### src/rtl/countdown_timer_if.sv
// Control and time-field bundle for countdown_timer. The master side
// loads presets and gates counting; the slave side reports the remaining time.
interface countdown_timer_if;
  logic       start_signal;
  logic       load;
  logic [3:0] load_hours;
  logic [5:0] load_minutes;
  logic [5:0] load_seconds;
  logic [9:0] load_milliseconds;
  logic [3:0] hours;
  logic [5:0] minutes;
  logic [5:0] seconds;
  logic [9:0] milliseconds;
  logic       running;
  logic       expired;
  logic       done;

  modport master (
    output start_signal, load, load_hours, load_minutes, load_seconds, load_milliseconds,
    input  hours, minutes, seconds, milliseconds, running, expired, done
  );

  modport slave (
    input  start_signal, load, load_hours, load_minutes, load_seconds, load_milliseconds,
    output hours, minutes, seconds, milliseconds, running, expired, done
  );
endinterface

### src/rtl/countdown_timer.sv
// H:M:S.ms countdown timer. It decrements once per TICK_DIV cycles while started
// and latches EXPIRED at zero until the next load or reset.
module countdown_timer #(
  parameter int unsigned TICK_DIV = 1
) (
  input  logic               clk,
  input  logic               reset,
  countdown_timer_if.slave   tif
);

  typedef enum logic [1:0] {IDLE, RUN, EXPIRED} state_e;

  localparam logic [15:0] PMAX = 16'(TICK_DIV - 1);

  state_e      state_q, state_d;
  logic [3:0]  hours_q, hours_d;
  logic [5:0]  min_q, min_d;
  logic [5:0]  sec_q, sec_d;
  logic [9:0]  ms_q, ms_d;
  logic [15:0] presc_q, presc_d;
  logic        done_q, done_d;

  logic [3:0]  dec_h;
  logic [5:0]  dec_m, dec_s;
  logic [9:0]  dec_ms;
  logic        is_zero, dec_zero, tick;

  assign is_zero = (hours_q == 4'd0) && (min_q == 6'd0) && (sec_q == 6'd0) && (ms_q == 10'd0);
  assign tick    = (presc_q == PMAX);

  // Borrow chain. Callers only use it when the time is non-zero, so hours never wraps.
  always_comb begin
    dec_h  = hours_q;
    dec_m  = min_q;
    dec_s  = sec_q;
    dec_ms = ms_q;
    if (ms_q != 10'd0) begin
      dec_ms = ms_q - 10'd1;
    end else begin
      dec_ms = 10'd999;
      if (sec_q != 6'd0) begin
        dec_s = sec_q - 6'd1;
      end else begin
        dec_s = 6'd59;
        if (min_q != 6'd0) begin
          dec_m = min_q - 6'd1;
        end else begin
          dec_m = 6'd59;
          dec_h = hours_q - 4'd1;
        end
      end
    end
  end

  assign dec_zero = (dec_h == 4'd0) && (dec_m == 6'd0) && (dec_s == 6'd0) && (dec_ms == 10'd0);

  always_comb begin
    state_d = state_q;
    hours_d = hours_q;
    min_d   = min_q;
    sec_d   = sec_q;
    ms_d    = ms_q;
    presc_d = presc_q;
    done_d  = 1'b0;
    case (state_q)
      IDLE: begin
        if (tif.start_signal) begin
          if (is_zero) begin
            state_d = EXPIRED;
            done_d  = 1'b1;
          end else begin
            state_d = RUN;
          end
        end
      end
      RUN: begin
        if (!tif.start_signal) begin
          // Prescaler is kept so a paused partial tick resumes where it stopped.
          state_d = IDLE;
        end else begin
          presc_d = tick ? 16'd0 : presc_q + 16'd1;
          if (tick && !is_zero) begin
            hours_d = dec_h;
            min_d   = dec_m;
            sec_d   = dec_s;
            ms_d    = dec_ms;
            if (dec_zero) begin
              state_d = EXPIRED;
              done_d  = 1'b1;
            end
          end
        end
      end
      EXPIRED: state_d = EXPIRED;
      default: state_d = IDLE;
    endcase
    // Load overrides any tick or expiry decided above in the same cycle.
    if (tif.load) begin
      state_d = IDLE;
      presc_d = 16'd0;
      done_d  = 1'b0;
      hours_d = tif.load_hours;
      min_d   = (tif.load_minutes > 6'd59) ? 6'd59 : tif.load_minutes;
      sec_d   = (tif.load_seconds > 6'd59) ? 6'd59 : tif.load_seconds;
      ms_d    = (tif.load_milliseconds > 10'd999) ? 10'd999 : tif.load_milliseconds;
    end
  end

  always_ff @(posedge clk or negedge reset) begin
    if (!reset) begin
      state_q <= IDLE;
      hours_q <= 4'd0;
      min_q   <= 6'd0;
      sec_q   <= 6'd0;
      ms_q    <= 10'd0;
      presc_q <= 16'd0;
      done_q  <= 1'b0;
    end else begin
      state_q <= state_d;
      hours_q <= hours_d;
      min_q   <= min_d;
      sec_q   <= sec_d;
      ms_q    <= ms_d;
      presc_q <= presc_d;
      done_q  <= done_d;
    end
  end

  assign tif.hours        = hours_q;
  assign tif.minutes      = min_q;
  assign tif.seconds      = sec_q;
  assign tif.milliseconds = ms_q;
  assign tif.running      = (state_q == RUN);
  assign tif.expired      = (state_q == EXPIRED);
  assign tif.done         = done_q;

endmodule

### src/flat_wrapper.sv
// flat-port wrapper written by rule: the top's interface ports become plain ports
module countdown_timer_flat 
#(
  parameter int unsigned TICK_DIV = 1
)
  (clk, reset, tif_start_signal, tif_load, tif_load_hours, tif_load_minutes, tif_load_seconds, tif_load_milliseconds, tif_hours, tif_minutes, tif_seconds, tif_milliseconds, tif_running, tif_expired, tif_done);
  countdown_timer_if tif_i ();
  input  logic clk;
  input  logic reset;
  input wire logic [$bits(tif_i.start_signal)-1:0] tif_start_signal;
  input wire logic [$bits(tif_i.load)-1:0] tif_load;
  input wire logic [$bits(tif_i.load_hours)-1:0] tif_load_hours;
  input wire logic [$bits(tif_i.load_minutes)-1:0] tif_load_minutes;
  input wire logic [$bits(tif_i.load_seconds)-1:0] tif_load_seconds;
  input wire logic [$bits(tif_i.load_milliseconds)-1:0] tif_load_milliseconds;
  output wire logic [$bits(tif_i.hours)-1:0] tif_hours;
  output wire logic [$bits(tif_i.minutes)-1:0] tif_minutes;
  output wire logic [$bits(tif_i.seconds)-1:0] tif_seconds;
  output wire logic [$bits(tif_i.milliseconds)-1:0] tif_milliseconds;
  output wire logic [$bits(tif_i.running)-1:0] tif_running;
  output wire logic [$bits(tif_i.expired)-1:0] tif_expired;
  output wire logic [$bits(tif_i.done)-1:0] tif_done;
  assign tif_i.start_signal = tif_start_signal;
  assign tif_i.load = tif_load;
  assign tif_i.load_hours = tif_load_hours;
  assign tif_i.load_minutes = tif_load_minutes;
  assign tif_i.load_seconds = tif_load_seconds;
  assign tif_i.load_milliseconds = tif_load_milliseconds;
  assign tif_hours = tif_i.hours;
  assign tif_minutes = tif_i.minutes;
  assign tif_seconds = tif_i.seconds;
  assign tif_milliseconds = tif_i.milliseconds;
  assign tif_running = tif_i.running;
  assign tif_expired = tif_i.expired;
  assign tif_done = tif_i.done;
  countdown_timer #(.TICK_DIV(TICK_DIV)) u_core (.clk(clk), .reset(reset), .tif(tif_i));
endmodule
### config.mk
export PLATFORM = sky130hd
export DESIGN_NAME = countdown_timer_flat
export DESIGN_NICKNAME = d
export VERILOG_FILES = /design/src/rtl/countdown_timer_if.sv /design/src/rtl/countdown_timer.sv /design/src/flat_wrapper.sv
export SDC_FILE = /design/constraint.sdc
export NUM_CORES = 1
export LEC_CHECK = 0
export BUFFER_PORTS_ARGS = -buffer_cell sky130_fd_sc_hd__clkbuf_2
export CORE_MARGIN = 2
export CORE_UTILIZATION = 43
export CTS_BUF_LIST = sky130_fd_sc_hd__clkbuf_2 sky130_fd_sc_hd__clkbuf_4 sky130_fd_sc_hd__clkbuf_8
export DETAILED_ROUTE_END_ITERATION = 6
export PLACE_DENSITY = 0.78
export SLEW_MARGIN = 15
export SYNTH_ARGS = -nofsm -noshare
export SYNTH_HDL_FRONTEND = slang
export SYNTH_SLANG_ARGS = --single-unit
### constraint.sdc
create_clock -name clk -period 2.6 [get_ports clk]
set_clock_uncertainty 0.15 [all_clocks]
set_input_delay 0.65 -clock clk [delete_from_list [all_inputs] [get_ports clk]]
set_output_delay 0.65 -clock clk [all_outputs]
set_load 0.02 [all_outputs]
==> insert_results.sql <==
INSERT INTO impl_metrics (metric_group, metric, value, unit) VALUES
('setup_path', 'worst-path-stages', '9', ''),
('setup_path', 'setup.worst_path.start_class', 'flip-flop', ''),
('setup_path', 'cp_buf_inv_count', '2', ''),
('outcome', 'status', 'finished, violations left', ''),
('layout', 'finalInstanceArea', '4240', 'um2'),
('yosys', 'seq_area_frac_synth', '36.1', '%'),
('run', 'maxCapViolations', '0', ''),
('yosys', 'total_standard_cell_area_after_synthesis', '3120', 'um2'),
('route', 'drt_pass1_iterations', '5', ''),
('route', 'wl_per_cell', '16.2', 'um'),
('yosys', 'ys_seq_elements', '45', ''),
('sta', 'final_hold_viol_count', '0', ''),
('sta', 'worst_slew_pin_slew', '0.642', 'ns'),
('sta', 'final.period_utilization', '108', '%'),
('clocking', 'holdBufCountCts', '0', ''),
('layout', 'share_of_final_layout_standard_cells_stronger_than_drive_strength_1', '33.2', '%'),
('yosys', 'syn-num-nets', '428', ''),
('route', 'wirelength', '9.83', 'mm'),
('power_and_ir_drop', 'static-leakage-power', '1.91', 'nW'),
('clocking', 'clk_pin_slew', '0.09', 'ns'),
('setup_path', 'worst-r2r-cell-count', '9', ''),
('floorplanning', 'floorplan.initialDensity', '43.8', '%'),
('layout', 'finish.net_count', '545', ''),
('yosys', 'postSynth.topFlopCell', 'sky130_fd_sc_hd__dfrtp_1', ''),
('global_routing', 'globalRoute.totalOverflow', '0', ''),
('clocking', 'cts_max_level', '2', ''),
('yosys', 'synth-edff-count', '0', ''),
('global_routing', 'grt_first_pass_wirelength', '16.0', 'mm'),
('yosys', 'postSynthAreaPerCell', '8.05', 'um2'),
('route', 'vias', '3590', ''),
('clocking', 'cts_tree', 'yes', ''),
('setup_path', 'critical_path.slowest_cell', 'sky130_fd_sc_hd__or4_4', ''),
('sta', 'maxSlewHeadroom', '56.8', '%'),
('setup_path', 'worstPathArrival', '2.87', 'ns'),
('clocking', 'clk_root_buffer_cell', 'sky130_fd_sc_hd__clkbuf_8', ''),
('yosys', 'async_flop_share', '100', '%'),
('layout', 'fillerInstances', '665', ''),
('placed_design', 'port_buffers', '58', ''),
('setup_path', 'rrSetupSlack', '-0.22', 'ns'),
('layout', 'final-instance-count-excl-fill', '605', ''),
('clocking', 'cts-root-to-sink-buffers', '2', ''),
('layout', 'num_antenna_cells', '0', ''),
('setup_path', 'worst-endpoint-required', '2.65', 'ns'),
('floorplanning', 'io-pin-count', '59', ''),
('placed_design', 'dpl_cell_area', '3980', 'um2'),
('setup_path', 'max_stage_delay', '0.55', 'ns'),
('global_routing', 'number_of_global_route_vias_before_repair', '3411', ''),
('setup_path', 'worstPathCellList', 'inv_2 > ha_4 > or3b_4 > buf_4 > nor3_4 > and3_1 > xor2_1 > or4_4 > o21a_1', ''),
('sta', 'final_period_minus_worst_setup_slack', '2.82', 'ns'),
('sta', 'timing.final.max_slew_violations', '0', ''),
('clocking', 'clock-sinks', '45', ''),
('global_routing', 'grt_util_overall', '25.6', '%'),
('sta', 'fin_ws', '-0.218', 'ns'),
('placed_design', 'dp_hpwl', '7.19', 'mm'),
('hold_path', 'hp-class', 'in -> async', ''),
('sta', 'rsz0062_at_grt', 'true', ''),
('setup_path', 'timing.critical_path.to_type', 'flip-flop', ''),
('yosys', 'synth_warnings', '0', ''),
('yosys', 'syn_inst', '388', ''),
('placed_design', 'placed_cells_incl_taps', '590', ''),
('route', 'post-route-drc-count', '0', ''),
('floorplanning', 'floorplan.die_area', '7960', 'um2'),
('route', 'starting_drt_drc_count', '315', ''),
('power_and_ir_drop', 'vdd_drop_max', '0.310', 'mV'),
('sta', 'finalSetupViolCount', '3', ''),
('setup_path', 'critPathMaxFanout', '5', ''),
('floorplanning', 'die_h', '89.2', 'um'),
('floorplanning', 'fp.coreArea', '7140', 'um2'),
('placed_design', 'globalplace.congestion', '0.903', ''),
('setup_path', 'cpLargestDelayFamily', 'simple AND/OR/NAND/NOR gates', ''),
('sta', 'fmax', '355', 'MHz'),
('floorplanning', 'die_w', '89.2', 'um'),
('route', 'antenna_left', '0', ''),
('clocking', 'numCtsBuffers', '5', ''),
('clocking', 'clock_insertion_delay_worst_skew', '0.31', 'ns'),
('floorplanning', 'placementRows', '31', ''),
('yosys', 'ys_types', '69', ''),
('global_routing', 'antenna_found_initial', '0', ''),
('route', 'avgViaCountPerCell', '5.93', ''),
('power_and_ir_drop', 'power_density', '449', 'nW/um2'),
('global_routing', 'maximum_number_of_pins_on_one_net_before_global_route_repair', '46', ''),
('outcome', 'violations', 'negative setup slack', ''),
('layout', 'layout_area_growth_over_synthesis', '35.9', '%'),
('setup_path', 'timing_worst_setup_path_type', 'reg -> reg', '');
## registers in the layout (all words and copies together) (netlist names)
register	count
u_core.tif.milliseconds	10
u_core.tif.hours	4
u_core.state_q	2
u_core.tif.done	1
u_core.tif.minutes	6
u_core.presc_q	16
u_core.tif.seconds	6
## placed cells by master (no fill, tap or decap), drive strengths merged, types with 2 or more instances in the layout
cell type / instances
nand4: 10
nand3: 22
o21bai: 2
nand2: 42
a31oi: 5
buf: 66
nor3: 14
a211oi: 3
o21a: 3
nor2: 39
or4: 4
or3: 6
mux2i: 2
o31ai: 4
and2: 2
o22ai: 4
inv: 18
ha: 10
nand3b: 3
nand2b: 6
and4: 2
xnor2: 3
or3b: 3
xor2: 5
clkbuf: 65
dfrtp: 45
a22oi: 2
a22o: 2
o211ai: 3
nor2b: 3
and3: 6
o41ai: 3
o21ai: 42
nor4b: 2
o311ai: 2
a21oi: 21
nor3b: 2
nor4: 8
## synthesized netlist by cell type, drive strengths merged, types with 3 or more instances
| cell | instances | area (um2) |
|---|---|---|
| or3 | 6 | 38.8 |
| nor3 | 14 | 75.1 |
| o211ai | 3 | 22.5 |
| xnor2 | 3 | 26.3 |
| clkbuf | 11 | 41.3 |
| nor2 | 39 | 146 |
| nand4 | 10 | 62.6 |
| a31oi | 5 | 31.3 |
| buf | 3 | 13.8 |
| nand3b | 3 | 22.5 |
| xor2 | 5 | 43.8 |
| a211oi | 3 | 22.5 |
| nand2b | 6 | 37.5 |
| o31ai | 4 | 30.0 |
| nor2b | 3 | 18.8 |
| and3 | 6 | 37.5 |
| o21ai | 42 | 210 |
| o21a | 3 | 22.5 |
| nor4 | 8 | 68.8 |
| inv | 18 | 67.6 |
| o22ai | 4 | 25.0 |
| or3b | 3 | 26.3 |
| o41ai | 3 | 33.8 |
| nand3 | 22 | 110 |
| nand2 | 42 | 158 |
| or4 | 4 | 33.8 |
| dfrtp | 45 | 1130 |
| ha | 10 | 125 |
| a21oi | 21 | 105 |
## logic make-up (layout without fill, tap and decap cells)
group,Yosys count,count (layout),share of synthesized area [%]
AND/OR/NAND/NOR,179,179,30.3
adder cells (fa/ha/maj),10,10,4.01
XOR/XNOR,8,8,2.24
buffers and inverters,32,150,3.93
flip-flops,45,45,36.1
AO/OA/AOI/OAI,112,112,22.8
multiplexers,2,2,0.641
## power by group
part | total, mW | switching [mW] | internal (mW)
logic | 0.541 | 0.311 | 0.230
registers | 0.789 | 0.0462 | 0.743
clock network | 0.577 | 0.253 | 0.324
## layout make-up
| type | instances | area [um2] | share of cell area, % |
|---|---|---|---|
| clock inverter | 1 | 30.0 | 0.708 |
| timing repair buffer | 124 | 806 | 19.0 |
| sequential | 45 | 1130 | 26.7 |
| inverter | 18 | 67.6 | 1.59 |
| tap | 99 | 124 | 2.92 |
| clock buffer | 7 | 90.1 | 2.12 |
| multi-input combinational | 311 | 1990 | 46.9 |
## per-layer routing
layer  global-route usage [%]  vias up  share of wire, %
met2                     40.2      179                46
li1                         -     1675                 -
met3                     4.99       30               6.9
met1                     34.8     1706                45
met5                        0        -                 0
met4                     10.0        0               3.0
## path summary, 6_finish.rpt
kind | from | end
min reg2reg | u_core.presc_q[14] | u_core.presc_q[14]
max in group asynchronous | reset | u_core.tif.milliseconds[0]
max | u_core.tif.milliseconds[1] | u_core.state_q[0]
min in group clk | u_core.presc_q[14] | u_core.presc_q[14]
min | reset | u_core.tif.seconds[3]
max reg2reg | u_core.tif.milliseconds[1] | u_core.state_q[0]
## what timing repair did
action                     in CTS  in global routing
setup endpoints to repair       3                 25
gates resized for setup         3                 19
pin swaps                       3                  5
buffers inserted                4                  3
## worst reg2reg max path: stages, from the launching register on
cell	delay, ns
sky130_fd_sc_hd__dfrtp_2	0.42
sky130_fd_sc_hd__inv_2	0.09
sky130_fd_sc_hd__ha_4	0.13
sky130_fd_sc_hd__or3b_4	0.44
sky130_fd_sc_hd__buf_4	0.19
sky130_fd_sc_hd__nor3_4	0.27
sky130_fd_sc_hd__and3_1	0.21
sky130_fd_sc_hd__xor2_1	0.09
sky130_fd_sc_hd__or4_4	0.55
sky130_fd_sc_hd__o21a_1	0.19
## metrics by stage
step	power, mW	setup TNS (ns)	utilization [%]	hold WS, ns	setup WS (ns)
floorplan	1.06	-0.429	-	0.204	-0.201
global placement	1.29	-0.195	55.8	0.361	-0.124
detailed placement	1.30	-0.620	55.8	0.366	-0.259
CTS	1.89	-0.521	58.1	0.178	-0.228
global route	1.99	-0.719	59.4	0.183	-0.300
finish	1.91	-0.464	59.4	0.166	-0.218
(Power assumes the default switching activity.)
